--- src/rtl/omsp_sha512_msg_packer.sv ---
// rtl/omsp_sha512_msg_packer.sv - SHA-512 message packer, padder and digest reader
// Optional byte-granular input: OMSP_SHA512_BYTE_INPUT_EN

module omsp_sha512_msg_packer #(
    parameter int LEN_W    = 32,
    parameter int READ_LAT = 2
) (
    input  logic         clk,
    input  logic         rst,
    input  logic [1:0]   cmd_in,
    input  logic [15:0]  data,
`ifdef OMSP_SHA512_BYTE_INPUT_EN
    input  logic         data_size,
`endif
    output logic         ready_for_data,
    output logic         busy,
    output logic [15:0]  hash,
    output logic         hash_valid,
    output logic [63:0]  core_word,
    output logic         core_valid,
    input  logic         core_ready,
    output logic         core_first,
    output logic         core_last,
    input  logic [511:0] core_digest,
    input  logic         core_done
);

`ifdef OMSP_SHA512_BYTE_INPUT_EN
    localparam int PW = 3;
`else
    localparam int PW = 2;
`endif
    localparam int LAT_W = (READ_LAT > 2) ? $clog2(READ_LAT) : 1;

    typedef enum logic [3:0] {
        S_IDLE, S_ABSORB, S_PAD, S_ZERO, S_LEN_HI, S_LEN_LO,
        S_WAIT_DIGEST, S_DIGEST, S_READ
    } state_t;

    state_t             r_state, w_state_nxt;
    logic [63:0]        r_acc, w_acc_nxt;
    logic [PW-1:0]      r_ptr, w_ptr_nxt;
    logic [LEN_W-1:0]   r_len, w_len_nxt;
    logic [3:0]         r_widx;
    logic               r_first_sent;
    logic [63:0]        r_core_word;
    logic               r_core_valid, r_core_first, r_core_last;
    logic [511:0]       r_digest;
    logic [4:0]         r_ridx;
    logic [LAT_W-1:0]   r_lat;
    logic               r_hash_valid;
    logic [15:0]        r_hash;

    logic               w_hs, w_slot_free, w_stall, w_in_absorb, w_accept, w_start_read;
    logic [3:0]         w_load_idx, w_next_idx;
    logic               w_load, w_load_last;
    logic [63:0]        w_load_word, w_pad_word;
    logic [5:0]         w_used_bits, w_slot_base;
    logic [127:0]       w_len_field;
    logic [4:0]         w_ridx_nxt;
    logic [8:0]         w_hash_base;

    assign w_hs         = r_core_valid && core_ready;
    assign w_slot_free  = !r_core_valid || core_ready;
    assign w_stall      = r_core_valid && !core_ready;
    assign w_in_absorb  = (r_state == S_IDLE) || (r_state == S_ABSORB);
    // Index of the word that a load this cycle would occupy in the block.
    assign w_load_idx   = r_widx + {3'b000, r_core_valid};
    assign w_next_idx   = w_load_idx + 4'd1;
    assign w_len_field  = {{(128-LEN_W){1'b0}}, r_len};
    assign w_start_read = (r_state == S_DIGEST) && (cmd_in == 2'b01);
    assign w_ridx_nxt   = r_ridx + 5'd1;
    assign w_hash_base  = {~w_ridx_nxt, 4'b0000};

`ifdef OMSP_SHA512_BYTE_INPUT_EN
    logic [5:0] w_pair_base;
    assign w_used_bits = {r_ptr, 3'b000};
    assign w_slot_base = {~r_ptr, 3'b000};
    assign w_pair_base = w_slot_base - 6'd8;
    assign w_pad_word  = (r_acc & ~(64'hFFFF_FFFF_FFFF_FFFF >> w_used_bits)) | (64'h80 << w_slot_base);
    assign ready_for_data = w_in_absorb &&
        !(w_stall && ((r_ptr == 3'd7) || ((r_ptr == 3'd6) && data_size)));
`else
    assign w_used_bits = {r_ptr, 4'b0000};
    assign w_slot_base = {~r_ptr, 4'b0000};
    assign w_pad_word  = (r_acc & ~(64'hFFFF_FFFF_FFFF_FFFF >> w_used_bits)) | (64'h8000 << w_slot_base);
    assign ready_for_data = w_in_absorb && !(w_stall && (r_ptr == 2'd3));
`endif

    assign w_accept = (cmd_in == 2'b10) && ready_for_data;

    always_comb begin
        w_state_nxt = r_state;
        w_acc_nxt   = r_acc;
        w_ptr_nxt   = r_ptr;
        w_len_nxt   = r_len;
        w_load      = 1'b0;
        w_load_word = '0;
        w_load_last = 1'b0;
        case (r_state)
            S_IDLE, S_ABSORB: begin
                if (cmd_in == 2'b11) begin
                    w_state_nxt = S_PAD;
                end else if (w_accept) begin
                    w_state_nxt = S_ABSORB;
`ifdef OMSP_SHA512_BYTE_INPUT_EN
                    if (!data_size) begin
                        w_acc_nxt[w_slot_base +: 8] = data[7:0];
                        w_len_nxt = r_len + LEN_W'(8);
                        w_ptr_nxt = r_ptr + 3'd1;
                        if (r_ptr == 3'd7) begin
                            w_load      = 1'b1;
                            w_load_word = w_acc_nxt;
                        end
                    end else if (r_ptr == 3'd7) begin
                        // Odd-offset halfword: high byte closes this word, low byte opens the next.
                        w_acc_nxt[7:0] = data[15:8];
                        w_load         = 1'b1;
                        w_load_word    = w_acc_nxt;
                        w_acc_nxt[63:56] = data[7:0];
                        w_len_nxt = r_len + LEN_W'(16);
                        w_ptr_nxt = 3'd1;
                    end else begin
                        w_acc_nxt[w_pair_base +: 16] = data;
                        w_len_nxt = r_len + LEN_W'(16);
                        w_ptr_nxt = r_ptr + 3'd2;
                        if (r_ptr == 3'd6) begin
                            w_load      = 1'b1;
                            w_load_word = w_acc_nxt;
                        end
                    end
`else
                    w_acc_nxt[w_slot_base +: 16] = data;
                    w_len_nxt = r_len + LEN_W'(16);
                    w_ptr_nxt = r_ptr + 2'd1;
                    if (r_ptr == 2'd3) begin
                        w_load      = 1'b1;
                        w_load_word = w_acc_nxt;
                    end
`endif
                end
            end
            S_PAD: begin
                if (w_slot_free) begin
                    w_load      = 1'b1;
                    w_load_word = w_pad_word;
                    w_state_nxt = (w_next_idx == 4'd14) ? S_LEN_HI : S_ZERO;
                end
            end
            S_ZERO: begin
                if (w_slot_free) begin
                    w_load = 1'b1;
                    if (w_next_idx == 4'd14) w_state_nxt = S_LEN_HI;
                end
            end
            S_LEN_HI: begin
                if (w_slot_free) begin
                    w_load      = 1'b1;
                    w_load_word = w_len_field[127:64];
                    w_state_nxt = S_LEN_LO;
                end
            end
            S_LEN_LO: begin
                if (!r_core_last && w_slot_free) begin
                    w_load      = 1'b1;
                    w_load_word = w_len_field[63:0];
                    w_load_last = 1'b1;
                end else if (r_core_last && w_hs) begin
                    w_state_nxt = S_WAIT_DIGEST;
                end
            end
            S_WAIT_DIGEST: if (core_done) w_state_nxt = S_DIGEST;
            S_DIGEST:      if (w_start_read) w_state_nxt = S_READ;
            S_READ:        if (r_hash_valid && (r_ridx == 5'd31)) w_state_nxt = S_IDLE;
            default:       w_state_nxt = S_IDLE;
        endcase
    end

    always_ff @(posedge clk) begin
        if (!rst) r_state <= S_IDLE;
        else      r_state <= w_state_nxt;
    end

    always_ff @(posedge clk) begin
        if (!rst) begin
            r_acc        <= '0;
            r_ptr        <= '0;
            r_len        <= '0;
            r_widx       <= '0;
            r_first_sent <= 1'b0;
            r_core_word  <= '0;
            r_core_valid <= 1'b0;
            r_core_first <= 1'b0;
            r_core_last  <= 1'b0;
            r_digest     <= '0;
            r_ridx       <= '0;
            r_lat        <= '0;
            r_hash_valid <= 1'b0;
            r_hash       <= '0;
        end else begin
            r_acc <= w_acc_nxt;
            r_ptr <= w_ptr_nxt;
            r_len <= w_len_nxt;
            if (w_hs) r_widx <= r_widx + 4'd1;

            if (w_load) begin
                r_core_word  <= w_load_word;
                r_core_valid <= 1'b1;
                r_core_first <= !r_first_sent;
                r_core_last  <= w_load_last;
                r_first_sent <= 1'b1;
            end else if (w_hs) begin
                r_core_valid <= 1'b0;
                r_core_first <= 1'b0;
                r_core_last  <= 1'b0;
            end

            if ((r_state == S_WAIT_DIGEST) && core_done) r_digest <= core_digest;

            if (w_start_read) begin
                r_ridx <= '0;
                if (READ_LAT <= 1) begin
                    r_hash_valid <= 1'b1;
                    r_hash       <= r_digest[511:496];
                end else begin
                    r_lat <= LAT_W'(READ_LAT > 1 ? READ_LAT - 2 : 0);
                end
            end else if (r_state == S_READ) begin
                if (!r_hash_valid) begin
                    if (r_lat == '0) begin
                        r_hash_valid <= 1'b1;
                        r_hash       <= r_digest[511:496];
                    end else begin
                        r_lat <= r_lat - 1'b1;
                    end
                end else if (r_ridx == 5'd31) begin
                    // Readout complete: the next message starts from a clean slate.
                    r_hash_valid <= 1'b0;
                    r_hash       <= '0;
                    r_acc        <= '0;
                    r_ptr        <= '0;
                    r_len        <= '0;
                    r_widx       <= '0;
                    r_first_sent <= 1'b0;
                end else begin
                    r_ridx <= w_ridx_nxt;
                    r_hash <= r_digest[w_hash_base +: 16];
                end
            end
        end
    end

    assign busy       = !((r_state == S_IDLE) || (r_state == S_DIGEST)) || r_core_valid;
    assign core_word  = r_core_word;
    assign core_valid = r_core_valid;
    assign core_first = r_core_first;
    assign core_last  = r_core_last;
    assign hash       = r_hash;
    assign hash_valid = r_hash_valid;

endmodule

--- config.mk ---
export PLATFORM = sky130hd
export DESIGN_NAME = omsp_sha512_msg_packer
export DESIGN_NICKNAME = d
export VERILOG_FILES = /design/src/rtl/omsp_sha512_msg_packer.sv
export SDC_FILE = /design/constraint.sdc
export NUM_CORES = 2
export LEC_CHECK = 0
export ABC_AREA = 0
export BUFFER_PORTS_ARGS = -buffer_cell sky130_fd_sc_hd__buf_2
export CAP_MARGIN = 0
export CORE_ASPECT_RATIO = 1.5
export CORE_MARGIN = 5
export CORE_UTILIZATION = 24
export DETAILED_ROUTE_END_ITERATION = 10
export SLEW_MARGIN = 20
export SYNTH_ARGS = -nofsm -noshare
export SYNTH_HDL_FRONTEND = slang
export SYNTH_SLANG_ARGS = --single-unit
--- constraint.sdc ---
create_clock -name clk -period 3.32 [get_ports clk]
set_input_delay 0.498 -clock clk [delete_from_list [all_inputs] [get_ports clk]]
set_output_delay 0.498 -clock clk [all_outputs]
set_load 0.01 [all_outputs]
==> results_dict.tcl <==
set metrics [dict create \
    drv_cap 0 \
    start_kind "flop" \
    synth_edf_count 0 \
    period_needed_ns 2.72 \
    irDropWorstVdd_mv 0.312 \
    reg2reg_to "core_word[31]" \
    cts_sinks 688 \
    crit_path_end_kind "flop" \
    drt-vias-per-instance 4.77 \
    routabilityCongestion 0.872 \
    holdPathStages 3 \
    synth-seq-cells 688 \
    drt_iter0_drc 2122 \
    post_cts_resize_count 0 \
    dp_hpwl_mm 90.7 \
    combPwrFrac 0.047 \
    syn_area_per_cell_um2 8.35 \
    slew_headroom 0.323 \
    ys.flop_type "dfxtp_1" \
    dieWidth_um 291 \
    syn_nets 3958 \
    power.leakage_nw 12.5 \
    min_to "r_digest[501]" \
    cp_max_fo 19 \
    grt_antenna_before_repair 60 \
    power_mw 17.9 \
    cts_tree "done" \
    rrSetupSlack_ns 0.60 \
    netlist_area_um2 28500 \
    layout-drive-gt1-share 0.240 \
    finalNetCount 4437 \
    p_seq_frac 0.464 \
    outcome "completed" \
    clockBufferDepth 3 \
    clockRootBuffer "clkbuf_16" \
    std_cell_rows 154 \
    route.detailed.drc 0 \
    grt_start_max_net_pins 143 \
    design.core.area_um2 118000 \
    reg2reg_depth 6 \
    grt_usage 0.183 \
    setup_tns_ns 0 \
    cp.required_ns 3.88 \
    hold_viol_final 0 \
    clk_latency_ns 0.66 \
    timing.rr.start "r_state[1]" \
    hold_buffers 0 \
    setup_viol 0 \
    fmaxAchievable_mhz 367 \
    worst_pin_slew_ns 1.01 \
    power_density_nw_per_um2 500 \
    crit_type "reg2reg" \
    num-fill-cells 12548 \
    holdCritStartpoint "core_digest[501]" \
    intPower_mw 13.7 \
    maxSlewViolCount 0 \
    first_pass_iters 6 \
    globalRoute.totalOverflow 0 \
    syn_to_final_growth_pct 25.9 \
    synth_warnings 0 \
    start_util 0.242 \
    cts_buffers 75 \
    netlist_instances 3412 \
    yosysSeqAreaShare 0.484 \
    die_h_um 432 \
    dieArea_um2 126000 \
    placed_area_um2 33300 \
    final_area_um2 35900 \
    post-synth-top-area-cell "dfxtp_1" \
    vias 26386 \
    finalCritPeriodShare 0.821 \
    cts_max_level 3 \
    cts_setup_buffers 0 \
    synth_area_leaders "dfxtp_1, nand2_1, a21oi_1" \
    rsz0062_at_grt "false" \
    grt_pass1_wl_mm 173 \
    clk_pin_slew_worst_paths_ns 0.07 \
    grt_pass1_vias 25556 \
    io_pins 620 \
    critical_path_arrival_ns 3.29 \
    clockPowerShare 0.489 \
    wl_per_cell_um 21.8 \
    ant_nets 0 \
    p_switching_mw 4.21 \
    synth_cell_types 49 \
    swShare 0.235 \
    finClkSkew_ns 0.0433 \
    postRouteWirelength_mm 120 \
    hp-class "in2reg" \
    async_flop_share 0 \
    numPortBuffers 619 \
    synth_top_cell_area_share 0.484 \
]
cell usage in the layout, fill, tap and decap left out, types with 8 or more instances in the layout:
master	instances
nor2_1	102
a32oi_1	17
buf_4	45
nand3_1	90
nor3_1	9
inv_1	17
diode_2	27
and3_1	11
buf_12	20
buf_2	619
and2_1	8
nand2_1	1238
clkbuf_8	16
mux4_2	128
dfxtp_1	687
a32o_1	16
and4_1	8
a22oi_1	43
clkbuf_16	77
xnor2_1	14
nor2b_1	8
a222oi_1	28
or3_1	8
ha_1	11
mux2i_1	13
o21ai_0	27
xor2_1	17
clkbuf_1	12
a21oi_1	582
clkinv_2	8
logic make-up after synthesis:
| group | count (synthesis) | share of synthesized area |
|---|---|---|
| compound gates | 730 | 0.144 |
| xor+xnor | 33 | 0.0101 |
| fa+ha+maj | 12 | 0.00527 |
| buf+inv | 300 | 0.0409 |
| flops | 688 | 0.484 |
| mux | 141 | 0.106 |
| simple gates | 1508 | 0.211 |
power groups by stage:
stage / Clock [mW] / Combinational, mW / Sequential, mW
after floorplan: 0 / 0.296 / 8.49
after global placement: 0 / 0.850 / 8.50
after detailed placement: 0 / 0.845 / 8.50
after CTS: 9.02 / 0.848 / 8.32
after global routing: 9.32 / 0.909 / 8.32
final: 8.78 / 0.843 / 8.32
cell type report:
| type | instances | area [µm²] | share of cell area |
|---|---|---|---|
| clock inverter | 30 | 367 | 0.0102 |
| timing repair buffer | 684 | 3840 | 0.107 |
| multi-input combinational | 2424 | 13600 | 0.379 |
| inverter | 18 | 75.1 | 0.00209 |
| sequential | 688 | 13800 | 0.384 |
| tap | 1560 | 1950 | 0.0544 |
| antenna | 27 | 67.6 | 0.00188 |
| clock buffer | 105 | 2190 | 0.0611 |
state kept, by name, indices dropped and copies added, names as in the netlist:
register      count
r_first_sent      1
r_ptr             2
r_ridx            5
r_acc            48
r_widx            4
r_len            28
r_digest        512
core_first        1
hash_valid        1
hash             16
r_state           4
core_word        64
core_last         1
core_valid        1
per-layer routing:
layer | vias up | GRT usage | wire (µm)
met3 | 218 | 0.0381 | 7970
li1 | 12616 | - | -
met1 | 12576 | 0.231 | 50100
met5 | - | 0 | 184
met2 | 950 | 0.305 | 57700
met4 | 26 | 0.0729 | 4450
cell usage after synthesis, types with 5 or more instances:
| cell | count |
|---|---|
| and4_1 | 9 |
| nor4_1 | 5 |
| mux2i_1 | 13 |
| inv_1 | 18 |
| xor2_1 | 18 |
| clkbuf_1 | 261 |
| nor2b_1 | 8 |
| nor3_1 | 9 |
| a32o_1 | 16 |
| and3_1 | 11 |
| xnor2_1 | 15 |
| a32oi_1 | 17 |
| a21oi_1 | 582 |
| ha_1 | 12 |
| o21ai_0 | 27 |
| buf_2 | 16 |
| nor2_1 | 102 |
| dfxtp_1 | 688 |
| nand4_1 | 6 |
| or3_1 | 8 |
| nand2b_1 | 6 |
| nand3_1 | 90 |
| a22oi_1 | 43 |
| a222oi_1 | 28 |
| nand2_1 | 1238 |
| mux4_2 | 128 |
| and2_1 | 8 |
worst max-delay path, stage by stage, from the launching register on:
cell and delay (ns):
dfxtp_1 0.31, buf_4 0.17, nor3_1 0.43, and3_1 0.72
o21a_1 0.63, a222oi_1 0.19, a21oi_1 0.16
per-stage QoR:
stage	setup WS, ns	hold slack [ns]	std cells	utilization
2_1_floorplan	0.884	0.431	3412	-
3_5_place_dp	0.683	0.443	5374	0.282
3_3_place_gp	0.678	0.438	5374	0.282
6_report	0.596	0.0656	5536	0.305
5_1_grt	0.327	0.0364	5525	0.305
4_1_cts	0.635	0.00485	5509	0.304
worst max-delay path by stage:
stage | startpoint | end | slack (ns) | cells after the start
after floorplan | r_ptr[0] | r_acc[22] | 0.88 | 9
after global routing | r_state[1] | core_word[31] | 0.33 | 6
after CTS | r_state[1] | core_word[31] | 0.64 | 6
after detailed placement | r_state[1] | core_word[31] | 0.68 | 6
after global placement | r_ridx[0] | hash[12] | 0.68 | 6
final | r_state[1] | core_word[31] | 0.60 | 6
Note: power is estimated with default switching activity, not from simulation.
